## src/rtl/operand_match_scheduler.sv

```systemverilog
// operand_match_scheduler
// Pairs the nonzero positions of a weight bitmask and an activation bitmask.
// For each accepted block it emits one token per common nonzero position, in
// ascending order. Each token carries the dense position and the offsets of
// that element in the compressed W and A streams. A block with no common
// positions still produces a single token, flagged with oEmpty.
// Optional build macro: OPERAND_MATCH_STATS_EN adds the statMatchCount and
// statBlockCount counter outputs.
//
// state | meaning
// IDLE  | waiting for a block, iready=1
// EMIT  | presenting tokens for the registered block, ovalid=1

module operand_match_scheduler #(
    parameter int BITMASK_WIDTH = 8,
    parameter int IDX_WIDTH     = 3
) (
    input  logic                     clock,
    input  logic                     reset,
    input  logic                     ivalid,
    output logic                     iready,
    input  logic [BITMASK_WIDTH-1:0] bitmaskW,
    input  logic [BITMASK_WIDTH-1:0] bitmaskA,
    input  logic                     iTileLast,
    output logic                     ovalid,
    input  logic                     oready,
    output logic [IDX_WIDTH-1:0]     oPos,
    output logic [IDX_WIDTH-1:0]     oWIdx,
    output logic [IDX_WIDTH-1:0]     oAIdx,
    output logic                     oBlockLast,
    output logic                     oEmpty,
    output logic                     oTileLast
`ifdef OPERAND_MATCH_STATS_EN
    ,
    output logic [31:0]              statMatchCount,
    output logic [31:0]              statBlockCount
`endif
);

    typedef enum logic [0:0] {
        IDLE = 1'b0,
        EMIT = 1'b1
    } state_t;

    state_t                   state;
    logic [BITMASK_WIDTH-1:0] reg_w;
    logic [BITMASK_WIDTH-1:0] reg_a;
    logic                     reg_tile;
    logic [BITMASK_WIDTH-1:0] pending;

    logic [BITMASK_WIDTH-1:0] low_bit;
    logic [BITMASK_WIDTH-1:0] below_mask;
    logic [IDX_WIDTH-1:0]     pos_c;
    logic [IDX_WIDTH-1:0]     widx_c;
    logic [IDX_WIDTH-1:0]     aidx_c;
    logic                     last_c;
    logic                     empty_c;
    logic                     active;
    logic                     accept;

    // Token fields come from the lowest pending bit. The mask of lower
    // positions is forced to zero on an empty block, which keeps both
    // popcounts below BITMASK_WIDTH so they fit in IDX_WIDTH bits.
    always_comb begin
        low_bit    = pending & (~pending + 1'b1);
        below_mask = (pending == '0) ? '0 : (low_bit - 1'b1);
        empty_c    = (pending == '0);
        last_c     = ((pending & (pending - 1'b1)) == '0);
        pos_c      = '0;
        widx_c     = '0;
        aidx_c     = '0;
        for (int i = BITMASK_WIDTH - 1; i >= 0; i--) begin
            if (low_bit[i]) pos_c = i[IDX_WIDTH-1:0];
        end
        for (int i = 0; i < BITMASK_WIDTH; i++) begin
            if (below_mask[i] && reg_w[i]) widx_c = widx_c + 1'b1;
            if (below_mask[i] && reg_a[i]) aidx_c = aidx_c + 1'b1;
        end
    end

    // Output qualification. Outputs read zero outside EMIT and while reset is high.
    always_comb begin
        active     = (state == EMIT) && !reset;
        ovalid     = active;
        oPos       = active ? pos_c  : '0;
        oWIdx      = active ? widx_c : '0;
        oAIdx      = active ? aidx_c : '0;
        oBlockLast = active && last_c;
        oEmpty     = active && empty_c;
        oTileLast  = active && last_c && reg_tile;
        accept     = active && oready;
        iready     = !reset && ((state == IDLE) || (last_c && accept));
    end

    // Block load and per-token retirement of the pending match vector.
    always_ff @(posedge clock) begin
        if (reset) begin
            state    <= IDLE;
            reg_w    <= '0;
            reg_a    <= '0;
            reg_tile <= 1'b0;
            pending  <= '0;
        end else begin
            case (state)
                IDLE: begin
                    if (ivalid) begin
                        reg_w    <= bitmaskW;
                        reg_a    <= bitmaskA;
                        reg_tile <= iTileLast;
                        pending  <= bitmaskW & bitmaskA;
                        state    <= EMIT;
                    end
                end
                EMIT: begin
                    if (oready) begin
                        if (last_c) begin
                            if (ivalid) begin
                                reg_w    <= bitmaskW;
                                reg_a    <= bitmaskA;
                                reg_tile <= iTileLast;
                                pending  <= bitmaskW & bitmaskA;
                            end else begin
                                pending  <= '0;
                                state    <= IDLE;
                            end
                        end else begin
                            pending <= pending & ~low_bit;
                        end
                    end
                end
                default: state <= IDLE;
            endcase
        end
    end

`ifdef OPERAND_MATCH_STATS_EN
    // Counters for accepted real matches and for completed blocks.
    always_ff @(posedge clock) begin
        if (reset) begin
            statMatchCount <= '0;
            statBlockCount <= '0;
        end else if (accept) begin
            if (!empty_c) statMatchCount <= statMatchCount + 32'd1;
            if (last_c)   statBlockCount <= statBlockCount + 32'd1;
        end
    end
`endif

endmodule

```

## config.mk

```make
export PLATFORM = sky130hd
export DESIGN_NAME = operand_match_scheduler
export DESIGN_NICKNAME = d
export VERILOG_FILES = /design/src/rtl/operand_match_scheduler.sv
export SDC_FILE = /design/constraint.sdc
export NUM_CORES = 1
export LEC_CHECK = 0
export ABC_AREA = 1
export ABC_CLOCK_PERIOD_IN_PS = 9800
export CAP_MARGIN = 20
export CORE_UTILIZATION = 40
export CTS_CLUSTER_DIAMETER = 200
export DETAILED_ROUTE_END_ITERATION = 12
export HOLD_SLACK_MARGIN = 0.02
export SLEW_MARGIN = 20
export SYNTH_ARGS = -nofsm -noshare
export SYNTH_HDL_FRONTEND = slang
export SYNTH_SLANG_ARGS = --single-unit
```

## constraint.sdc

```tcl
create_clock -name clock -period 9.8 [get_ports clock]
set_clock_uncertainty 0.2 [all_clocks]
set_input_delay 1.96 -clock clock [delete_from_list [all_inputs] [get_ports clock]]
set_output_delay 1.96 -clock clock [all_outputs]
set_load 0.02 [all_outputs]
```

After elaboration in Yosys (flattened, before gate mapping)
Index checks and enable logic that the tools add are counted.
Widths: inputs -> output; s select.

word-level totals
  output and inout port bits = 14
  logic and storage cells = 110
  register bits = 26
  input port bits = 21

operators by class
  equality and inequality tests = 3
  muxes and demuxes = 49
  reductions and logical operators = 29
  add/sub/neg operators = 17
  bitwise operators = 7

operators with widths
  operator             count
  $mux 8               11
  $mux 3               25
  $pmux 8 s2           3
  $add 3x1->3 const B  14
  $and 8x8->8          4
  $logic_and 1x1->1    23
  $logic_not 8->1      2
  $not 8->8            2
  $sub 8x1->8 const B  2
  $add 8x1->8 const B  1
  $mux 1               8
  $ne 2x2->1 const B   2
  $pmux 1 s2           2
  $reduce_and 2->1     2
  $ne 2x1->1 const B   1
  $logic_not 1->1      1
  $logic_or 1x1->1     1
  $not 1->1            1

Logic depth before layout (Yosys ltp)
Gate-level depths: netlist (run 1).

  word-level depth = 22
  mapped depth = 28

Worst setup path before layout (run 1)
OpenSTA, ideal clock, no wires.

  path kind = register to output
  start = reg pending[0]
  end = out oAIdx[2]
  path buffers = 1
  path slack = 3.936 ns
  required time = 7.640 ns
  stages on the path, launching flop included = 27
  data arrival time = 3.704 ns
  cell sequence = dfxtp_1 > inv_2 > nand2_4 > nor2_8 > nand2_4 > buf_6 > nand3_1 > inv_1 > ha_1 > nand4_1 > nand2_2 > inv_1 > nand2_1 > nand3_1 > and2_1 > ha_1 > or2_2 > nand3_1 > nand3_1 > and2_1 > ha_1 > inv_1 > o21bai_1 > a21o_1 > nand2_1 > a21oi_1 > nor2_1

on the way
  cells in the longest elaborated chain, start to end = 22
  elaborated cells between the ends (all ways) = 30

ends and longest elaborated chain
  element                 line  text
  start, declared         49    logic [BITMASK_WIDTH-1:0] pending;
  start signal, assigned  110   pending <= bitmaskW & bitmaskA;
  start signal, assigned  121   pending <= bitmaskW & bitmaskA;
  start signal, assigned  127   pending <= pending & ~low_bit;
  $not 8->8               65    low_bit = pending & (~pending + 1'b1);
  $add 8x1->8             65
  $and 8x8->8             65
  $sub 8x1->8             66    below_mask = (pending == '0) ? '0 : (low_bit - 1'b1);
  $mux 8 (*)              66
  $logic_and 1x1->1       77    if (below_mask[i] && reg_a[i]) aidx_c = aidx_c + 1'b1;
  $mux 1                  77
  $add 3x1->3             77
  [... 6 more ...]        n/a
  $mux 3                  77
  $add 3x1->3             77
  $mux 3                  77
  $add 3x1->3             77
  $mux 3                  77
  $add 3x1->3             77
  $mux 3 (*)              77
  $mux 3 (*)              87    oAIdx = active ? aidx_c : '0;
  end, declared           29    output logic [IDX_WIDTH-1:0] oAIdx,

Every way passes the cells marked *; elsewhere a longest branch is shown, timed or not.

Final worst setup path (run 1)
Ends and elaborated chain as after synthesis.

==> results of run 1 <==
[routing by layer]
metal / up-vias / wire length (um) / track usage [%] / part of all wire, %
met5: - / 0 / 0 / 0
met4: 0 / 74 / 6.35 / 1.3
met3: 7 / 174 / 2.02 / 3.2
met2: 44 / 2620 / 36.3 / 47
met1: 1040 / 2640 / 25.0 / 48
li1: 1258 / - / - / -
[placed cells by master (no fill, tap or decap), types with 2 or more instances in the layout]
cell type and instances:
sky130_fd_sc_hd__and2_1 2, sky130_fd_sc_hd__nor2_1 49, sky130_fd_sc_hd__nand2_2 6, sky130_fd_sc_hd__xor2_1 3
sky130_fd_sc_hd__nand2_1 96, sky130_fd_sc_hd__inv_1 41, sky130_fd_sc_hd__a21oi_1 15, sky130_fd_sc_hd__nor3_1 3
sky130_fd_sc_hd__ha_1 14, sky130_fd_sc_hd__nand4_1 7, sky130_fd_sc_hd__nand2_4 6, sky130_fd_sc_hd__or2_2 4
sky130_fd_sc_hd__o21ai_0 17, sky130_fd_sc_hd__clkbuf_8 3, sky130_fd_sc_hd__clkdlybuf4s50_1 34, sky130_fd_sc_hd__nand3_2 5
sky130_fd_sc_hd__nor2_2 2, sky130_fd_sc_hd__o21ai_1 10, sky130_fd_sc_hd__inv_2 11, sky130_fd_sc_hd__nand3_1 37
sky130_fd_sc_hd__dfxtp_1 24
[power breakdown]
part           internal (W)   total, W  switching (W)
logic             0.0000587   0.000164       0.000105
registers          0.000106   0.000114     0.00000715
clock network     0.0000276  0.0000591      0.0000316
[stage by stage]
stage	setup WS, ps	hold slack [ps]	total power [W]
3_3_place_gp	3150	256	0.000278
6_report	2980	272	0.000337
3_5_place_dp	3260	264	0.000280
2_1_floorplan	3940	245	0.000241
5_1_grt	2500	300	0.000368
4_1_cts	2950	276	0.000338
[path summary, 6_finish.rpt]
| check | endpoint | slack [ps] |
|---|---|---|
| worst max register to register | reg_w[3]$_SDFFE_PP0P_ | 7590 |
| worst min register to register | pending[3]$_SDFFE_PP0P_ | 270 |
| worst max-delay path | oAIdx[2] | 2980 |
| worst min-delay path | pending[3]$_SDFFE_PP0P_ | 270 |
[cell families (layout without fill, tap and decap cells)]
family | count (synthesis) | in the layout | share of synthesized area (%)
AOI/OAI and AO/OA | 50 | 50 | 12.0
xor gates and xnor gates | 4 | 4 | 1.56
adders and majority gates | 14 | 14 | 7.80
buffers and inverters | 61 | 91 | 11.0
DFF | 24 | 24 | 21.4
and+or+nand+nor | 221 | 221 | 46.2
[final cells by class]
cell class / instances / area (um^2)
fillers: 589 / 2600
multi-input cells: 289 / 1520
flip-flops and latches: 24 / 480
repair buffers: 34 / 340
inverters: 54 / 205
well taps: 70 / 87.6
clock buffers: 3 / 41.3
[sequential cells by signal (all words and copies together) (netlist names)]
register	cells
pending	8
reg_a	7
reg_w	7
reg_tile	1
state	1
[cell usage after synthesis, types with 2 or more instances]
master / number / share of area, %
sky130_fd_sc_hd__a21oi_1: 15 / 3.3
sky130_fd_sc_hd__and2_1: 2 / 0.56
sky130_fd_sc_hd__buf_6: 2 / 1.0
sky130_fd_sc_hd__clkbuf_1: 4 / 0.67
sky130_fd_sc_hd__dfxtp_1: 24 / 21
sky130_fd_sc_hd__ha_1: 14 / 7.8
sky130_fd_sc_hd__inv_1: 41 / 6.8
sky130_fd_sc_hd__inv_2: 11 / 1.8
sky130_fd_sc_hd__nand2_1: 96 / 16
sky130_fd_sc_hd__nand2_2: 6 / 1.7
sky130_fd_sc_hd__nand2_4: 6 / 3.0
sky130_fd_sc_hd__nand3_1: 37 / 8.2
sky130_fd_sc_hd__nand3_2: 5 / 2.2
sky130_fd_sc_hd__nand4_1: 7 / 1.9
sky130_fd_sc_hd__nor2_1: 49 / 8.2
sky130_fd_sc_hd__nor2_2: 2 / 0.56
sky130_fd_sc_hd__nor3_1: 3 / 0.67
sky130_fd_sc_hd__o21ai_0: 17 / 3.8
sky130_fd_sc_hd__o21ai_1: 10 / 2.2
sky130_fd_sc_hd__or2_2: 4 / 1.1
sky130_fd_sc_hd__xor2_1: 3 / 1.2
[tightest hold or removal path, stage by stage (launching register included)]
cell and delay (ps):
sky130_fd_sc_hd__dfxtp_1 320, sky130_fd_sc_hd__nand2_1 60, sky130_fd_sc_hd__a21oi_1 60
==> Implementation_results.wiki, run 1 <==
{| class="wikitable"
! Metric !! Value
|-
| Die area || just under 6000 um^2
|-
| Layout cell share with drive strength beyond 1 || 10.1%
|-
| ANT cells || 0
|-
| Startpoint of the worst register-to-register path || pending[2]$_SDFFE_PP0P_
|-
| Mean instance size in the synthesized netlist || ~6.0 um^2
|-
| Critical Path Source || pending[0]$_SDFFE_PP0P_
|-
| Gate family responsible for the most delay along the worst path || simple AND/OR/NAND/NOR gates
|-
| Overall die height || 77.0 um
|-
| Clock latency on the worst-skew pair || 270 ps
|-
| CTS tree || yes
|-
| Most frequent CP cell || sky130_fd_sc_hd__nand3_1
|-
| DRC errors left || 0
|-
| EDFF count, synth || 0
|-
| Worst Hold Depth || 2
|-
| First-pass iteration count of the detailed router || 4
|-
| Maximum fanout count along the critical path || 16
|-
| Final setup violation count || 0
|-
| Total global routing overflow || 0
|-
| Crit path buffers/inverters || 5
|-
| Number of distinct library cell variants in the gate-level netlist after synthesis || 37
|-
| Vias in the first global route || 2212
|-
| Endpoint class of the critical path || output pin
|-
| Max-slew violation count || 0
|-
| Number of standard cells in the final layout excluding fillers || around 470
|-
| Number of buffers created by CTS || 3
|-
| Drt via density || approximately 5.0
|-
| Synthesis-to-layout area growth || 19.0%
|-
| Setup repair bufs after CTS || 0
|-
| Total Routed Length || between 5000 and 6000 um
|-
| Resized Gates After CTS || 0
|-
| Number of cells on the worst reg-to-reg path || 15
|-
| Number of I/O port buffers || 34
|-
| Final core utilization || about half
|-
| Cell area after technology mapping || between 2000 and 2500 um^2
|-
| Leakage power total || 1.37 nW
|-
| Weighted congestion at the end of routability-driven global placement || slightly above 0.9
|-
| Slowest CP cell || sky130_fd_sc_hd__clkdlybuf4s50_1
|-
| Starting utilization of the core area || 42.6%
|-
| Wire length of the first global-routing pass || 9760 um
|-
| Setup_tns || 0 ps
|-
| Fin crit period || around 6800 ps
|-
| Instance area after placement || 2630 um^2
|-
| Overall track demand over capacity in global routing || 20.2%
|-
| Max-cap check violation count || 0
|-
| CTS root buf || sky130_fd_sc_hd__clkbuf_8
|-
| Worst max-slew margin expressed relative to the limit || 64.7%
|-
| Portion of the post-synthesis area used by sequential elements || about a fifth
|-
| Worst Path Arrival || 4660 ps
|-
| I/O pin total || 35
|-
| Flops & latches, synth || 24
|-
| Clock-pin slew reported for the worst setup and hold paths after clock tree synthesis || roughly 80 ps
|-
| Layout net count || roughly 440
|-
| Launching element type of the critical path || flop
|-
| Critical setup path kind || flop to output pin
|-
| Final instance area || between 2000 and 3000 um^2
|-
| Maximum number of pins on one net before global-route repair || 20
|-
| Syn_nets || 409
|-
| Least-Margin Pin Slew || roughly 530 ps
|-
| Detailed Place HPWL || between 4000 and 5000 um
|-
| Path category of the worst min-delay check || flop to flop
|-
| Std-Cell Rows || 26
|-
| Num Clock Sinks || 24
|-
| Inst Count DP || 471
|-
| Slowest cell delay on critical path || 600 ps
|-
| Core region area || approximately 5300 um^2
|-
| Yosys warnings || 0
|-
| Async S/R FF share, synth || 0%
|-
| Fmax achieved || about 150 MHz
|-
| Initial antenna violation count || 0
|-
| Routed wire per std cell || around 12 um
|-
| Number of hold buffers added after cts || 0
|-
| Startpoint of the lowest-slack hold path || pending[3]$_SDFFE_PP0P_
|-
| Fin. Hold Viols || 0
|-
| Number of violations reported at the end of detailed-routing iteration 0 || 96
|-
| Part of the cycle the worst path needs || 69.6%
|-
| Number of vias in the routed layout || between 2k and 2.5k
|-
| Maximum level of the CTS H-tree || 1
|-
| Post-Synthesis Cells || approximately 370
|-
| Unrepaired setup endpoints after global routing || false
|-
| Die Span X || 77.0 um
|-
| Outcome || complete, no violations
|-
| Commonest register cell after synthesis || sky130_fd_sc_hd__dfxtp_1
|-
| Routed Antenna Nets || 0
|-
| Data required time at the worst endpoint || about 7600 ps
|-
| Peak ir drop on the vdd network || 81.4 uV
|-
| Power per unit of standard cell area || 126 nW/um^2
|-
| Number of cells on the critical path || 26
|-
| Maximum buffer depth of the clock tree || 2
|}
No activity file was read; power rests on OpenSTA's default activity.
==> inputs of run 2 (changes only) <==
- ABC_CLOCK_PERIOD_IN_PS: 9800 -> 5500
- clock period: 9.8 -> 5.5 ns (I/O delays scaled with it)
==> run 2 against run 1 <==
Effect of this change:
- critical path depth shrank 2
- die area is the same
- register-to-register slack lost 4400 ps
- largest cell class unchanged
- highest routed layer unchanged
==> Implementation_results.wiki, run 2 (synthesis results as in run 1) <==
{| class="wikitable"
! Metric !! Value
|-
| Outcome || complete, no violations
|-
| Max-cap check violation count || 0
|-
| GRT met1 Usage || between 20% and 30%
|-
| Startpoint of the worst register-to-register path || pending[0]$_SDFFE_PP0P_
|-
| Layer with the highest usage after global routing || met2
|-
| Die Span X || slightly below 80 um
|-
| Launching element type of the critical path || flop
|-
| Data required time at the worst endpoint || approximately 4200 ps
|-
| CTS root buf || sky130_fd_sc_hd__clkbuf_8
|-
| Max-slew violation count || 0
|-
| Register containing the most flip-flops in the final layout || pending
|-
| Setup slack of the most critical reg-to-reg path || around 3200 ps
|-
| Maximum level of the CTS H-tree || 1
|-
| Final core utilization || 53.0%
|-
| Path category of the worst min-delay check || flop to flop
|-
| Final setup violation count || 0
|-
| Area of the multi-input gates || approximately 1600 um^2
|-
| Synthesis-to-layout area growth || 24.3%
|-
| Leakage power total || 1.44 nW
|-
| Inst Count DP || roughly 480
|-
| Overall track demand over capacity in global routing || between 10% and 20%
|-
| Routed wire per std cell || approximately 12 um
|-
| Number of buffers created by CTS || 3
|-
| Initial antenna violation count || 0
|-
| Total global routing overflow || 0
|-
| Fin crit period || roughly 5200 ps
|-
| Least-Margin Pin Slew || 528 ps
|-
| Number of violations reported at the end of detailed-routing iteration 0 || 95
|-
| Critical path cell sequence || inv_4 -> nand2_4 -> nor2_4 -> nand2_4 -> nand3_2 -> inv_1 -> ha_1 -> nand4_1 -> buf_4 -> nand3_1 -> nand2_2 -> ha_1 -> or2_2 -> nand2_1 -> nand2_1 -> nand3_1 -> nand2_1 -> ha_1 -> nand2_1 -> xor2_1 -> xor2_1 -> nor2_1 -> nor2_1 -> dlygate4sd2_1
|-
| Filler cells || 562
|-
| Starting utilization of the core area || 42.6%
|-
| Weighted congestion at the end of routability-driven global placement || 0.907
|-
| Power per unit of standard cell area || roughly 220 nW/um^2
|-
| Maximum number of pins on one net before global-route repair || 20
|-
| Total Routed Length || around 5800 um
|-
| DRC errors left || 0
|-
| Final instance area || ~2800 um^2
|-
| Drt via density || between 5 and 6
|-
| Vias in the first global route || between 2k and 2.5k
|-
| Total area of sequential cells || ~490 um^2
|-
| Number of hold buffers added after cts || 0
|-
| Met2 routing resource usage after global routing || between 30% and 40%
|-
| Fin. Hold Viols || 0
|-
| Num Clock Sinks || 24
|-
| Fmax achieved || 191 MHz
|-
| Worst Hold Depth || 2
|-
| Startpoint of the lowest-slack hold path || pending[3]$_SDFFE_PP0P_
|-
| Detailed Place HPWL || about 4600 um
|-
| Peak ir drop on the vdd network || 142 uV
|-
| Met3 layer usage reported by global route || between 1.5 and 2%
|-
| Part of the cycle the worst path needs || 95.2%
|-
| First-pass iteration count of the detailed router || 5
|-
| Endpoint class of the critical path || output pin
|-
| Min-Delay Endpoint || pending[3]$_SDFFE_PP0P_
|-
| Worst max-slew margin expressed relative to the limit || between 60% and 70%
|-
| CTS tree || yes
|-
| Number of vias in the routed layout || 2427
|-
| Routed Antenna Nets || 0
|-
| Number of standard cells in the final layout excluding fillers || a little under 500
|-
| Layout cell share with drive strength beyond 1 || ~16%
|-
| Maximum buffer depth of the clock tree || 2
|-
| Number of I/O port buffers || 34
|-
| Core region area || approximately 5300 um^2
|-
| Most used cells in the layout excluding fill and tap cells || 93 x sky130_fd_sc_hd__nand2_1, 49 x sky130_fd_sc_hd__nor2_1, 37 x sky130_fd_sc_hd__inv_1
|-
| ANT cells || 0
|-
| Most frequent CP cell || sky130_fd_sc_hd__nand2_1
|-
| R2r endpoint || pending[0]$_SDFFE_PP0P_
|-
| Critical setup path kind || flop to output pin
|-
| I/O pin total || 35
|-
| Instance area after placement || 2680 um^2
|-
| Overall die height || approximately 77 um
|-
| Std-Cell Rows || 26
|-
| Slowest CP cell || sky130_fd_sc_hd__dfxtp_2
|-
| Hold WS || ~280 ps
|-
| Wire length of the first global-routing pass || about 9700 um
|-
| Maximum fanout count along the critical path || 5
|-
| Clock-pin slew reported for the worst setup and hold paths after clock tree synthesis || approximately 90 ps
|-
| Layout net count || 450
|-
| Number of cells on the worst reg-to-reg path || 16
|-
| Top flop regs || pending: 8 flops, reg_a: 7 flops, reg_w: 7 flops
|-
| Die area || 5920 um^2
|-
| Clock latency on the worst-skew pair || between 200 and 300 ps
|-
| Slowest cell delay on critical path || between 300 and 400 ps
|-
| Max FFs per register || 8
|-
| Worst Path Arrival || approximately 3900 ps
|-
| Leading cell type in the layout, fill and taps excluded || sky130_fd_sc_hd__nand2_1
|}
[run 2: cell types whose count changed in the layout (fill, tap and decap cells not counted), sizes merged]
cell,delta
dlygate4sd2,+3
buf,+10
clkdlybuf4s50,-4
[run 2: how the worst max path moves through the flow]
| stage | start | endpoint | cells past startpoint | slack [ps] |
|---|---|---|---|---|
| 6_report | pending[4]$_SDFFE_PP0P_ | oWIdx[2] | 24 | 260 |
| 3_5_place_dp | pending[5]$_SDFFE_PP0P_ | oAIdx[2] | 26 | -50 |
| 5_1_grt | pending[4]$_SDFFE_PP0P_ | oAIdx[2] | 27 | -30 |
| 4_1_cts | pending[6]$_SDFFE_PP0P_ | oAIdx[2] | 27 | -20 |
| 2_1_floorplan | pending[0]$_SDFFE_PP0P_ | oAIdx[2] | 26 | 500 |
| 3_3_place_gp | pending[5]$_SDFFE_PP0P_ | oAIdx[2] | 26 | 100 |
[run 2: per-stage QoR]
step                setup WS (ps)  power, W  setup TNS, ps
floorplan                     496  0.000429              0
global placement             99.3  0.000503              0
detailed placement          -47.7  0.000506          -47.7
CTS                         -16.5  0.000614          -16.5
global route                -25.6  0.000682          -25.6
finish                        262  0.000628              0
[run 2: power by group]
part	internal (W)	total, W	switching (W)
combinational	0.000117	0.000315	0.000198
sequential	0.000190	0.000203	0.0000132
clock	0.0000492	0.000109	0.0000603
[run 2: area by class of cell]
cell class	count	area share [%]
tap	70	3.14
clock buffer	3	1.48
sequential	24	17.5
timing repair buffer	43	14.3
multi-input combinational	289	56.1
inverter	54	7.53
[run 2: repair_timing]
item                                    CTS  global route
endpoints found under the setup margin    4             4
setup buffers                             0             3
pin swaps                                 2             5
resized for setup                         6            23
[run 2: worst max-delay path, delay by kind of cell, from the launching register on]
family,cells,cell delay [ps]
XOR/XNOR,2,360
adder cells (fa/ha/maj),3,750
buffers and inverters,4,670
flip-flops,1,360
AND/OR/NAND/NOR,15,1540
[run 2: layer usage]
metal	share of wire (%)	vias up
met3	2.7	9
met4	1.3	0
li1	-	1279
met1	46	1093
met5	0	-
met2	49	46
